File: config.mk
export PLATFORM = sky130hd
export DESIGN_NAME = mgc_out_fifo_wait_lvl
export DESIGN_NICKNAME = d
export VERILOG_FILES = /design/src/rtl/mgc_ioport_pkg.sv /design/src/rtl/mgc_fifo_store.sv /design/src/rtl/mgc_out_fifo_wait_lvl.sv
export SDC_FILE = /design/constraint.sdc
export NUM_CORES = 1
export LEC_CHECK = 0
export ABC_CLOCK_PERIOD_IN_PS = 4800
export CAP_MARGIN = 0
export CORE_MARGIN = 2
export CORE_UTILIZATION = 65
export DETAILED_ROUTE_END_ITERATION = 6
export DONT_BUFFER_PORTS = 1
export MAX_ROUTING_LAYER = met4
export PLACE_DENSITY = 0.81
export SYNTH_ARGS = -nofsm -noshare
export SYNTH_HDL_FRONTEND = slang
export SYNTH_SLANG_ARGS = --single-unit
File: constraint.sdc
create_clock -name clk -period 4.8 [get_ports clk]
set_input_delay 0.72 -clock clk [delete_from_list [all_inputs] [get_ports clk]]
set_output_delay 0.72 -clock clk [all_outputs]
set_load 0.02 [all_outputs]
File: src/rtl/mgc_ioport_pkg.sv
// Shared helpers for the mgc I/O port buffer/FIFO family: sizing, parameter
// legality and the handshake-fire primitive.
package mgc_ioport_pkg;

    function automatic int clog2(input int n);
        int r;
        r = 0;
        for (int v = 1; v < n; v = v * 2) begin
            r++;
        end
        return r;
    endfunction

    // A counter of sz_width bits must be able to hold the full depth.
    function automatic bit fifo_params_ok(input int rscid, input int width, input int depth,
                                          input int sz_width, input int afull_lvl);
        return (rscid >= 0) && (width >= 1) && (depth >= 1)
            && (sz_width >= 1) && (sz_width < 31) && ((1 << sz_width) > depth)
            && (afull_lvl >= 1) && (afull_lvl <= depth);
    endfunction

    function automatic logic fire(input logic l, input logic v);
        return l && v;
    endfunction

endpackage

File: src/rtl/mgc_fifo_store.sv
// depth x width register array: one synchronous write port, one asynchronous
// read port. Data storage is never reset.
module mgc_fifo_store #(
    parameter int width = 8,
    parameter int depth = 8,
    parameter int aw    = 3
) (
    input  logic             clk,
    input  logic             we,
    input  logic [aw-1:0]    waddr,
    input  logic [width-1:0] wdata,
    input  logic [aw-1:0]    raddr,
    output logic [width-1:0] rdata
);

    logic [width-1:0] mem_q [depth];
    logic [width-1:0] mem_d [depth];

    always_comb begin
        mem_d = mem_q;
        if (we) begin
            mem_d[waddr] = wdata;
        end
    end

    always_ff @(posedge clk) begin
        mem_q <= mem_d;
    end

    assign rdata = mem_q[raddr];

endmodule

File: src/rtl/mgc_out_fifo_wait_lvl.sv
// Wait-handshake output FIFO with arbitrary depth, optional fall-through,
// registered occupancy and almost-full level.
module mgc_out_fifo_wait_lvl
    import mgc_ioport_pkg::*;
#(
    parameter int rscid     = 0,
    parameter int width     = 8,
    parameter int fifo_sz   = 8,
    parameter int sz_width  = 4,
    parameter int fall_thru = 0,
    parameter int afull_lvl = 6
) (
    input  logic                clk,
    input  logic                srst,
    input  logic                en,
    input  logic                ld,
    output logic                vd,
    input  logic [width-1:0]    d,
    output logic                lz,
    input  logic                vz,
    output logic [width-1:0]    z,
    output logic [sz_width-1:0] size,
    output logic                afull
);

    if (!fifo_params_ok(rscid, width, fifo_sz, sz_width, afull_lvl)) begin : g_param_err
        $error("mgc_out_fifo_wait_lvl: illegal parameter combination");
    end

    localparam int AW_RAW = clog2(fifo_sz);
    localparam int AW     = (AW_RAW < 1) ? 1 : AW_RAW;
    localparam bit FT     = (fall_thru != 0);

    localparam logic [sz_width-1:0] DEPTH = sz_width'(fifo_sz);
    localparam logic [sz_width-1:0] AFULL = sz_width'(afull_lvl);
    localparam logic [sz_width-1:0] ONE   = sz_width'(1);
    localparam logic [AW-1:0]       LAST  = AW'(fifo_sz - 1);

    logic [sz_width-1:0] count_q, count_d;
    logic [AW-1:0]       rd_ptr_q, rd_ptr_d;
    logic [AW-1:0]       wr_ptr_q, wr_ptr_d;
    logic                afull_q, afull_d;

    logic             run, empty, bypass, wr, rd;
    logic [width-1:0] rdata;

    // Non-power-of-2 depth: wrap on an explicit compare with the last index.
    function automatic logic [AW-1:0] next_ptr(input logic [AW-1:0] p);
        return (p == LAST) ? '0 : p + AW'(1);
    endfunction

    always_comb begin
        run    = en && !srst;
        empty  = (count_q == '0);
        vd     = run && (count_q < DEPTH);
        lz     = run && (!empty || (FT && ld));
        // An empty fall-through FIFO hands d straight to z without storing it.
        bypass = FT && empty && run && fire(ld, vz);
        wr     = fire(ld, vd) && !bypass;
        rd     = fire(lz, vz) && !bypass;

        wr_ptr_d = wr ? next_ptr(wr_ptr_q) : wr_ptr_q;
        rd_ptr_d = rd ? next_ptr(rd_ptr_q) : rd_ptr_q;
        count_d  = count_q;
        if (wr && !rd) begin
            count_d = count_q + ONE;
        end else if (rd && !wr) begin
            count_d = count_q - ONE;
        end
        afull_d = (count_d >= AFULL);

        if (!empty) begin
            z = rdata;
        end else if (FT) begin
            z = d;
        end else begin
            z = '0;
        end
    end

    always_ff @(posedge clk) begin
        if (srst) begin
            count_q  <= '0;
            rd_ptr_q <= '0;
            wr_ptr_q <= '0;
            afull_q  <= 1'b0;
        end else begin
            count_q  <= count_d;
            rd_ptr_q <= rd_ptr_d;
            wr_ptr_q <= wr_ptr_d;
            afull_q  <= afull_d;
        end
    end

    mgc_fifo_store #(
        .width (width),
        .depth (fifo_sz),
        .aw    (AW)
    ) u_store (
        .clk   (clk),
        .we    (wr),
        .waddr (wr_ptr_q),
        .wdata (d),
        .raddr (rd_ptr_q),
        .rdata (rdata)
    );

    assign size  = count_q;
    assign afull = afull_q;

endmodule

### Yosys cells after proc, flatten, opt, wreduce, memory -nomap -nowiden

Index checks and enable logic that the tools add are counted.

* flip-flop bits (word level): 75
* bits of input ports: 13
* output and inout port bits: 15
* word-level logic and storage cells: 49

* $add $sub $neg: 4
* order comparisons: 5
* eq/ne operators: 2
* mux-type cells: 11
* bitwise operators: 2
* reductions and logical operators: 13

Operators with widths (number)
* $bwmux 64: 1
* $mux 8: 4
* $bmux 8 s3: 1
* $demux 8 s3: 1
* $ge 4x4->1 const B: 2
* $logic_and 1x1->1: 8
* $mux 4: 2
* $not 3->4: 2
* $add 3x1->3 const B: 2
* $eq 3x3->1 const B: 2
* $mux 3: 2
* $add 4x1->4 const B: 1
* $ge 4x3->1 const B: 1
* $logic_not 1->1: 4
* $logic_not 4->1: 1
* $lt 4x1->1 const B: 1
* $lt 4x4->1 const B: 1
* $sub 4x1->4 const B: 1

### Logic depth before layout (Yosys ltp)

Gate-level depths: netlist (run 1).

* depth after elaboration: 9
* mapped depth: 8
* mapped depth without buffers: 7

### Hierarchy

A second synthesis (run 1) with hierarchy kept.

* cells, all modules: 182
* area, all modules: 3224.3 sq um

By module, submodules not included
* mgc_fifo_store: instances 1, cells each 106, area an instance 2531.2 sq um, sequential area each 1921.8 sq um
* mgc_out_fifo_wait_lvl: instances 1, cells each 76, area an instance 693.2 sq um, sequential area each 220.2 sq um

### Worst setup path before layout (run 1)

Ideal clock, no wire load.

* path kind: input -> register
* start: input srst
* end: register u_store.mem_q[56] in the netlist's numbering, enable pin
* library setup time: 395 ps
* arrival: 1909 ps
* data required time: 4405 ps
* path slack: 2497 ps
* stages on the path: 3
* buffers on the path: 1
* cell sequence: nand4bb_1 buf_2 nor4_1

* longest elaborated chain between the ends: 4

Ends and longest elaborated chain
* start, declared: line mgc_out_fifo_wait_lvl.sv:14 `input logic srst,`
* $logic_not 1->1: line mgc_out_fifo_wait_lvl.sv:53 `run = en && !srst;`
* $logic_and 1x1->1: line mgc_out_fifo_wait_lvl.sv:53
* $logic_and 1x1->1: line mgc_out_fifo_wait_lvl.sv:55 `vd = run && (count_q < DEPTH);`
* $logic_and 1x1->1: line mgc_ioport_pkg.sv:23 `return l && v;`
* end signal, assigned: line mgc_fifo_store.sv:27 `mem_q <= mem_d;`
* end, declared: line mgc_fifo_store.sv:16 `logic [width-1:0] mem_q [depth];`

No other way between the ends.
A chain may end at the register's enable or synchronous reset.

### Worst setup path in the final report (run 1)

* start: register rd_ptr_q[0]
* end: output z[0]

* longest elaborated chain between the ends: 5

Ends and longest elaborated chain
* start, declared: line mgc_out_fifo_wait_lvl.sv:40 `logic [AW-1:0] rd_ptr_q, rd_ptr_d;`
* start signal, assigned: line mgc_out_fifo_wait_lvl.sv:89 `rd_ptr_q <= rd_ptr_d;`
* $not 3->4 (implied by the code): line mgc_fifo_store.sv:30 `assign rdata = mem_q[raddr];`
* $bmux 8 s3: line mgc_fifo_store.sv:30
* $mux 8 (implied by the code) (2 in a row): line mgc_fifo_store.sv:30
* $mux 8: line mgc_out_fifo_wait_lvl.sv:72 `if (!empty) begin`
* end, declared: line mgc_out_fifo_wait_lvl.sv:21 `output logic [width-1:0] z,`

No other way between the ends. The select of a mux whose other input is x is not followed.

==> results of run 1 <==
per-stage QoR:
step / hold WS (ps) / std cells / area, um^2 / setup slack, ps
after floorplan: 498 / 186 / 3100 / 2500
after global routing: 428 / 251 / 3350 / 1500
after global placement: 515 / 235 / 3150 / 2060
after detailed placement: 526 / 235 / 3150 / 2010
after CTS: 432 / 251 / 3350 / 1620
final: 445 / 251 / 3350 / 1700
power groups by stage:
| stage | Combinational (uW) | Sequential (uW) | Clock (uW) |
|---|---|---|---|
| floorplan | 135 | 752 | 0 |
| global placement | 144 | 763 | 0 |
| detailed placement | 147 | 764 | 0 |
| CTS | 148 | 750 | 482 |
| global route | 156 | 753 | 506 |
| finish | 146 | 750 | 471 |
cell usage after synthesis, drive strengths merged, types with 2 or more instances:
cell,n
nor3,7
nand2,11
dfxtp,11
edfxtp,64
xnor2,3
nand2b,4
nand3b,2
inv,3
o21ai,4
ha,6
or3,2
buf,8
mux4,16
clkbuf,2
nor2,18
mux2i,8
a21oi,7
worst min-delay path by stage:
stage,to,startpoint
3_5_place_dp,wr_ptr_q[2],wr_ptr_q[2]
3_3_place_gp,wr_ptr_q[2],wr_ptr_q[2]
5_1_grt,size[1],srst
4_1_cts,rd_ptr_q[1],srst
6_report,rd_ptr_q[1],srst
2_1_floorplan,wr_ptr_q[1],wr_ptr_q[1]
final cells by class:
| cell class | count | area share [%] |
|---|---|---|
| inverters | 3 | 0.336 |
| multi-input cells | 98 | 26.7 |
| clock inverters | 2 | 1.05 |
| well taps | 54 | 2.02 |
| repair buffers | 5 | 1.12 |
| flip-flops and latches | 75 | 64.0 |
| clock buffers | 14 | 4.86 |
cell families (layout without fill, tap and decap cells):
logic type	count (synthesis)	in the layout
xor+xnor	3	3
compound gates	14	14
simple gates	50	50
buf+inv	13	24
flops	75	75
mux	25	25
fa+ha+maj	6	6
registers in the layout, summed over array words and instances, names as in the netlist:
name,count
wr_ptr_q,3
u_store.mem_q,64
size,4
rd_ptr_q,3
afull,1
critical path, delay by kind of cell, from the launching register on:
family | cells | cell delay, ps
flops | 1 | 1080
mux | 2 | 810
simple gates | 1 | 150
layer usage:
metal | vias up | global-route usage [%]
met1 | 770 | 29.6
met5 | - | -
li1 | 732 | -
met3 | 10 | 6.22
met2 | 50 | 32.3
met4 | 0 | 11.9
==> results.toml, run 1 <==
[logic_synthesis]
syn-cell-area_um2 = 3100
synth_cells = 186
yosys_warnings = 0
synth_compound_area_share_pct = 2.79
synthAdderAreaFrac_pct = 2.42
yosys-top-cells-area = "edfxtp_1, mux4_2, dfxtp_1"
ys_async_sr_fraction_pct = 0
synthMuxAreaShare_pct = 14.7
synth_xor_area_share_pct = 0.848
synth_top_family_by_area = "multiplexers"
yosys_most_used_dff = "edfxtp_1"
synth-simple-area-share_pct = 8.08
synth.avg_cell_area_um2 = 16.7
yosysSeqAreaShare_pct = 69.1
synth.distinct_cells = 29
yosys.area.top_type = "edfxtp_1"
synth_top_area_share_pct = 62.0
ys_seq_elements = 75
synth-edff-count = 64
syn_nets = 205

[timing]
fin_crit_ps = 3100
timing.final.crit_share_pct = 64.6
rsz0062_at_grt = "no"
setup_viol = 0
worst_pin_slew_ps = 1140
skew_ps = 9.64
fmax_mhz = 323
fin_setup_tns_ps = 0
maxSlewHeadroom_pct = 23.6
slew_violations = 0
hold_viol = 0

[placed_design]
globalplace.congestion = 0.797
port_buffers = 0
hpwl_um = 3330

[power_and_ir_drop]
peakVddDrop_mv = 0.306
total_power_uw = 1370
share_clk_of_total_power_pct = 34.5
switching_power_uw = 328
power_frac_comb_pct = 10.7
power_leakage_uw = 0.00107
p_per_area_nw_per_um2 = 408
p_int_uw = 1040
swShare_pct = 24.0
power_frac_seq_pct = 54.8

[grt]
antenna_found_initial = 0
grt_max_degree = 20
grt_pass1_wl_um = 7890
first_global_vias = 1549
grt_usage_pct = 22.5
globalRouteOverflowTotal = 0

[critical_path]
reg2regPathDepth = 7
r2r_setup_slack_ps = 2190
worstSetupStartpoint = "rd_ptr_q[0]"
cp_data_required_time_ps = 4080
crit_end = "z[0]"
worst_r2r_endpoint = "afull"
end_kind = "primary output"
worstPathCellList = "mux4_2, mux2i_1, nor2_1"
slowest_delay_ps = 1080
arrival_ps = 2380
r2r-start = "size[0]"
start_kind = "flop"
critPathSlowestCell = "dfxtp_1"
critPathMaxFanout = 19
worstSetupPathType = "reg -> out"

[floorplanning]
ios = 28
dieArea_um2 = 5330
core_um2 = 4660
die_w_um = 73.0
die_h_um = 73.0
num_rows = 25
initial_core_util_pct = 66.5

[route]
route.met3.wl_um = 335
num_vias = 1562
viasPerCell = 6.22
wl_per_cell_um = 20.6
route.met2.wl_um = 2530
drtIter0Drc = 198
top_layer = "met4"
route.detailed.drc = 0
firstDrtPassIters = 4
wl_um = 5180
drt-met1-wl_um = 2220
ant_nets = 0

[clock_tree]
cts_buffers = 9
root_buffer = "clkbuf_8"
cts.clk_slew.worst_paths_ps = 70
cts_tree = "built"
cts_max_path_buffers = 2
post_cts_buffers = 0
cts_resized = 0
htree_levels = 3
cts_sinks = 75
ctsHoldBuffers = 0
clock_latency_ps = 340

[outcome]
outcome = "finished clean"

[finish]
nets = 211
regArea_um2 = 2140
final_common_cell = "edfxtp_1"
fill_cells = 290
multi_input_area_um2 = 893
syn2layout_area_growth_pct = 8.12
layout_common_cells = "edfxtp_1, nor2_1, mux4_2"
n_antenna_cell = 0
layout-drive-gt1-share_pct = 18.8
post-route-util_pct = 71.9

[flow_run]
drv_cap = 0

[min_path]
hold_class = "in -> reg"
hold_path_depth = 1
Note: power is estimated with default switching activity, not from simulation.
==> run 2, diff against run 1 <==
ABC_CLOCK_PERIOD_IN_PS = 2570   (was 4800)
CORE_UTILIZATION = 56   (was 65)
PLACE_DENSITY = 0.74   (was 0.81)
clock period = 2.57 ns   (was 4.8 ns; I/O delays follow)
==> run 2 against run 1 <==
  * Count of clock-buffer cells in the layout fell by 2
  * Die area rose by 15%
  * Clock power is 73% higher
  * Sequential share of layout area is 0.87 points lower
  * Wire length is 8.0% higher
  * Sequential power is 85% higher
  * Design area grew 1.4%
  * Register-to-register slack worse by 1900 ps
  * Core utilization fell by 9.4 points
  * Total power grew 84%
  * Worst setup slack got worse by 1500 ps
  * Combinational power up 120%
  * Critical path type unchanged
  * Critical endpoint is now z[4]
  * Highest routed layer unchanged
==> results.toml, run 2 (synthesis gave the netlist of run 1 again) <==
[timing]
slew_violations = 0
fin_crit_ps = 2360
rsz0062_at_grt = "no"
maxSlewHeadroom_pct = 57.3
worst_pin_slew_ps = 640
hold_viol = 0
fin_setup_tns_ps = 0
setup_viol = 0
fmax_mhz = 424
skew_ps = 4.26
timing.final.crit_share_pct = 91.8

[clock_tree]
cts_max_path_buffers = 2
clock_latency_ps = 330
root_buffer = "clkbuf_8"
cts_tree = "built"
cts_sinks = 75
post_cts_buffers = 0
ctsHoldBuffers = 0
htree_levels = 3
cts.clk_slew.worst_paths_ps = 70
cts_buffers = 9
cts_resized = 0

[power_and_ir_drop]
p_per_area_nw_per_um2 = 741
peakVddDrop_mv = 0.383
power_leakage_uw = 0.00109

[critical_path]
cp_data_required_time_ps = 2180
arrival_ps = 1970
critPathMaxFanout = 13
worstSetupPathType = "reg -> out"
end_kind = "primary output"
start_kind = "flop"

[route]
route.detailed.drc = 0
wl_um = 5590
drtIter0Drc = 151
ant_nets = 0
wl_per_cell_um = 20.3
num_vias = 1660
firstDrtPassIters = 4
viasPerCell = 6.04

[floorplanning]
ios = 28
die_h_um = 78.4
dieArea_um2 = 6140
num_rows = 27
core_um2 = 5440
initial_core_util_pct = 57.0
die_w_um = 78.4

[flow_run]
drv_cap = 0

[grt]
grt_pass1_wl_um = 8800
grt_max_degree = 20
first_global_vias = 1672
globalRouteOverflowTotal = 0
grt_usage_pct = 20.6
antenna_found_initial = 0

[finish]
fill_cells = 375
layout-drive-gt1-share_pct = 19.7
nets = 217
final_common_cell = "edfxtp_1"
regArea_um2 = 2140
largest_reg_flops = 64
multi_input_area_um2 = 893
layout_common_cells = "edfxtp_1, nor2_1, mux4_2"
stdcell_area_um2 = 3400
n_antenna_cell = 0
syn2layout_area_growth_pct = 9.61
largest-register = "u_store.mem_q"

[placed_design]
hpwl_um = 3620
globalplace.congestion = 0.906
placed_area_um2 = 3220
port_buffers = 0

[min_path]
hold_class = "in -> reg"

[outcome]
outcome = "finished clean"
run 2: worst max-delay path: stages (launching register included):
cell     delay [ps]
dfxtp_1         550
inv_1           100
ha_1            230
nor3b_2         160
buf_4           210
nor2_1          390
run 2: cell type report:
| type | count | area share (%) |
|---|---|---|
| sequential | 75 | 63.1 |
| multi-input combinational | 98 | 26.3 |
| clock buffer | 12 | 3.98 |
| tap | 72 | 2.65 |
| timing repair buffer | 11 | 2.43 |
| clock inverter | 4 | 1.22 |
| inverter | 3 | 0.332 |
run 2: through the flow:
stage	utilization, %	hold slack (ps)	power (uW)	std cells	setup slack (ps)
3_5_place_dp	59.2	459	1730	259	364
2_1_floorplan	-	484	1660	186	502
5_1_grt	62.4	87.5	2600	275	141
6_report	62.4	116	2520	275	210
3_3_place_gp	59.2	458	1710	259	487
4_1_cts	62.4	98.2	2530	275	215
run 2: per-layer routing:
metal	up-vias	share of wire, %	GRT usage, %
li1	742	-	-
met1	867	41	25.3
met2	41	53	32.2
met3	10	4.4	7.47
met4	0	1.4	6.67
met5	-	0	-
run 2: worst paths after layout:
path	cells after the start	from	slack (ps)	endpoint
hold / removal	1	srst	120	wr_ptr_q[2]
hold reg to reg	2	wr_ptr_q[2]	550	wr_ptr_q[2]
setup reg to reg	8	size[0]	310	afull
setup / recovery	5	size[0]	210	z[4]
run 2: report_power, final:
part | total [uW] | internal (uW) | switching (uW)
Combinational | 315 | 112 | 204
Sequential | 1390 | 1340 | 43.8
Clock | 816 | 440 | 375
Total | 2520 | 1890 | 623
==> run 3, diff against run 2 <==
CELL_PAD_IN_SITES_DETAIL_PLACEMENT = 1   (was default)
CELL_PAD_IN_SITES_GLOBAL_PLACEMENT = 1   (was default)
CORE_UTILIZATION = 48   (was 56)
MAX_ROUTING_LAYER = default   (was met4)
PLACE_DENSITY = default   (was 0.74)
PLACE_DENSITY_LB_ADDON = 0.1   (was default)
==> run 3 against run 2 <==
  * Maximum frequency increased by 3.4%
  * Clock skew increased by 11 ps
  * Count of clock-buffer cells in the layout decreased by 2
  * Critical path type is now reg -> reg
==> results.toml, run 3 (synthesis gave the netlist of run 1 again) <==
[outcome]
outcome = "finished clean"

[critical_path]
worstSetupPathType = "reg -> reg"
critPathSlowestCell = "nor3b_4"
start_kind = "flop"
reg2regPathDepth = 7
critPathMaxFanout = 14
slowest_delay_ps = 650
r2r-start = "size[0]"
crit_end = "afull"
r2r_setup_slack_ps = 290
cp_data_required_time_ps = 2840
worst_r2r_endpoint = "afull"
worstSetupStartpoint = "size[0]"
arrival_ps = 2550
end_kind = "flop"
worstPathCellList = "inv_1, ha_1, nor3b_4, or2_1, o22ai_1, mux2_4, o221ai_2"

[finish]
layout-drive-gt1-share_pct = 23.7
nets = 221
regArea_um2 = 2140
stdcell_area_um2 = 3500
syn2layout_area_growth_pct = 13.0
multi_input_area_um2 = 900
fill_cells = 599
n_antenna_cell = 0
largest-register = "u_store.mem_q"
layout_common_cells = "edfxtp_1, nor2_1, mux4_2"
largest_reg_flops = 64
final_common_cell = "edfxtp_1"

[clock_tree]
cts.clk_slew.worst_paths_ps = 80
clock_latency_ps = 350
cts_buffers = 9
cts_tree = "built"
htree_levels = 3
cts_sinks = 75
ctsHoldBuffers = 0
cts_max_path_buffers = 2
post_cts_buffers = 0
root_buffer = "clkbuf_8"

[power_and_ir_drop]
p_per_area_nw_per_um2 = 795
power_leakage_uw = 0.00114
peakVddDrop_mv = 0.442

[timing]
fin_setup_tns_ps = 0
skew_ps = 15.0
fin_crit_ps = 2280
fmax_mhz = 438
rsz0062_at_grt = "no"
slew_violations = 0
setup_viol = 0
timing.final.crit_share_pct = 88.8
worst_pin_slew_ps = 753
maxSlewHeadroom_pct = 49.7
hold_viol = 0

[placed_design]
port_buffers = 0
placed_area_um2 = 3260
globalplace.congestion = 0.841
hpwl_um = 3900

[grt]
grt_max_degree = 20
grt_usage_pct = 19.1
first_global_vias = 1800
grt_pass1_wl_um = 9960
antenna_found_initial = 0
globalRouteOverflowTotal = 0

[route]
wl_per_cell_um = 21.0
drtIter0Drc = 70
route.detailed.drc = 0
num_vias = 1631
ant_nets = 0
wl_um = 5950
firstDrtPassIters = 4
viasPerCell = 5.74

[min_path]
hold_class = "in -> reg"
hp-start = "srst"

[floorplanning]
core_um2 = 6280
die_h_um = 84.3
num_rows = 29
ios = 28
initial_core_util_pct = 49.4
die_w_um = 84.3
dieArea_um2 = 7110

[flow_run]
drv_cap = 0
==> run 3: cell count changes in the layout (fill, tap and decap cells not counted) <==
cell,delta
clkinv_1,-3
nor3b_4,+1
buf_4,+4
bufinv_16,+2
inv_6,+1
nor3b_2,-1
clkinvlp_4,+1
clkinv_2,+1
clkbuf_1,-2
==> run 3: per-stage QoR <==
step	hold WS, ps	cells	utilization (%)	total power (uW)	worst slack, ps
2_1_floorplan	484	186	-	1660	502
3_3_place_gp	457	268	51.9	1720	172
3_5_place_dp	459	268	51.9	1740	31.5
4_1_cts	81.1	284	55.7	2800	14.0
5_1_grt	71.4	284	55.8	2910	114
6_report	101	284	55.8	2780	288
==> run 3: how the worst min path moves through the flow <==
stage	endpoint	slack, ps	cells past startpoint
5_1_grt	rd_ptr_q[1]	70	1
6_report	rd_ptr_q[1]	100	1
2_1_floorplan	u_store.mem_q[0]	480	0
3_5_place_dp	wr_ptr_q[2]	460	1
4_1_cts	rd_ptr_q[0]	80	1
3_3_place_gp	rd_ptr_q[1]	460	1
==> run 3: layout make-up <==
| class | count | area share, % |
|---|---|---|
| Clock inverter | 6 | 3.18 |
| Sequential cell | 75 | 61.2 |
| Tap cell | 77 | 2.75 |
| Inverter | 3 | 0.322 |
| Multi-Input combinational cell | 98 | 25.7 |
| Timing Repair Buffer | 15 | 3.22 |
| Clock buffer | 10 | 3.65 |
==> run 3: per-layer routing <==
layer / routed length, um / up-vias / global-route usage, %
li1: - / 753 / -
met1: 2600 / 837 / 24.8
met2: 3000 / 33 / 30.4
met3: 261 / 8 / 6.49
met4: 94 / 0 / 6.93
met5: 0 / - / 0
==> run 3: worst max-delay path, delay by kind of cell, from the launching register on <==
family | cells | cell delay, ps
buffers and inverters | 1 | 60
AOI/OAI and AO/OA | 2 | 320
and+or+nand+nor | 2 | 990
DFF | 1 | 320
adders and majority gates | 1 | 170
muxes | 1 | 340
==> run 3: where the power goes <==
part | internal, uW | switching [uW] | leakage (uW)
clock network | 647 | 420 | 0.000117
registers | 1340 | 16.6 | 0.000666
logic | 123 | 237 | 0.000361
==> run 3: what timing repair did <==
action / CTS / global route
gates resized for setup: 0 / 1
endpoints found under the hold margin: 0 / 0
endpoints found under the setup margin: 0 / 12
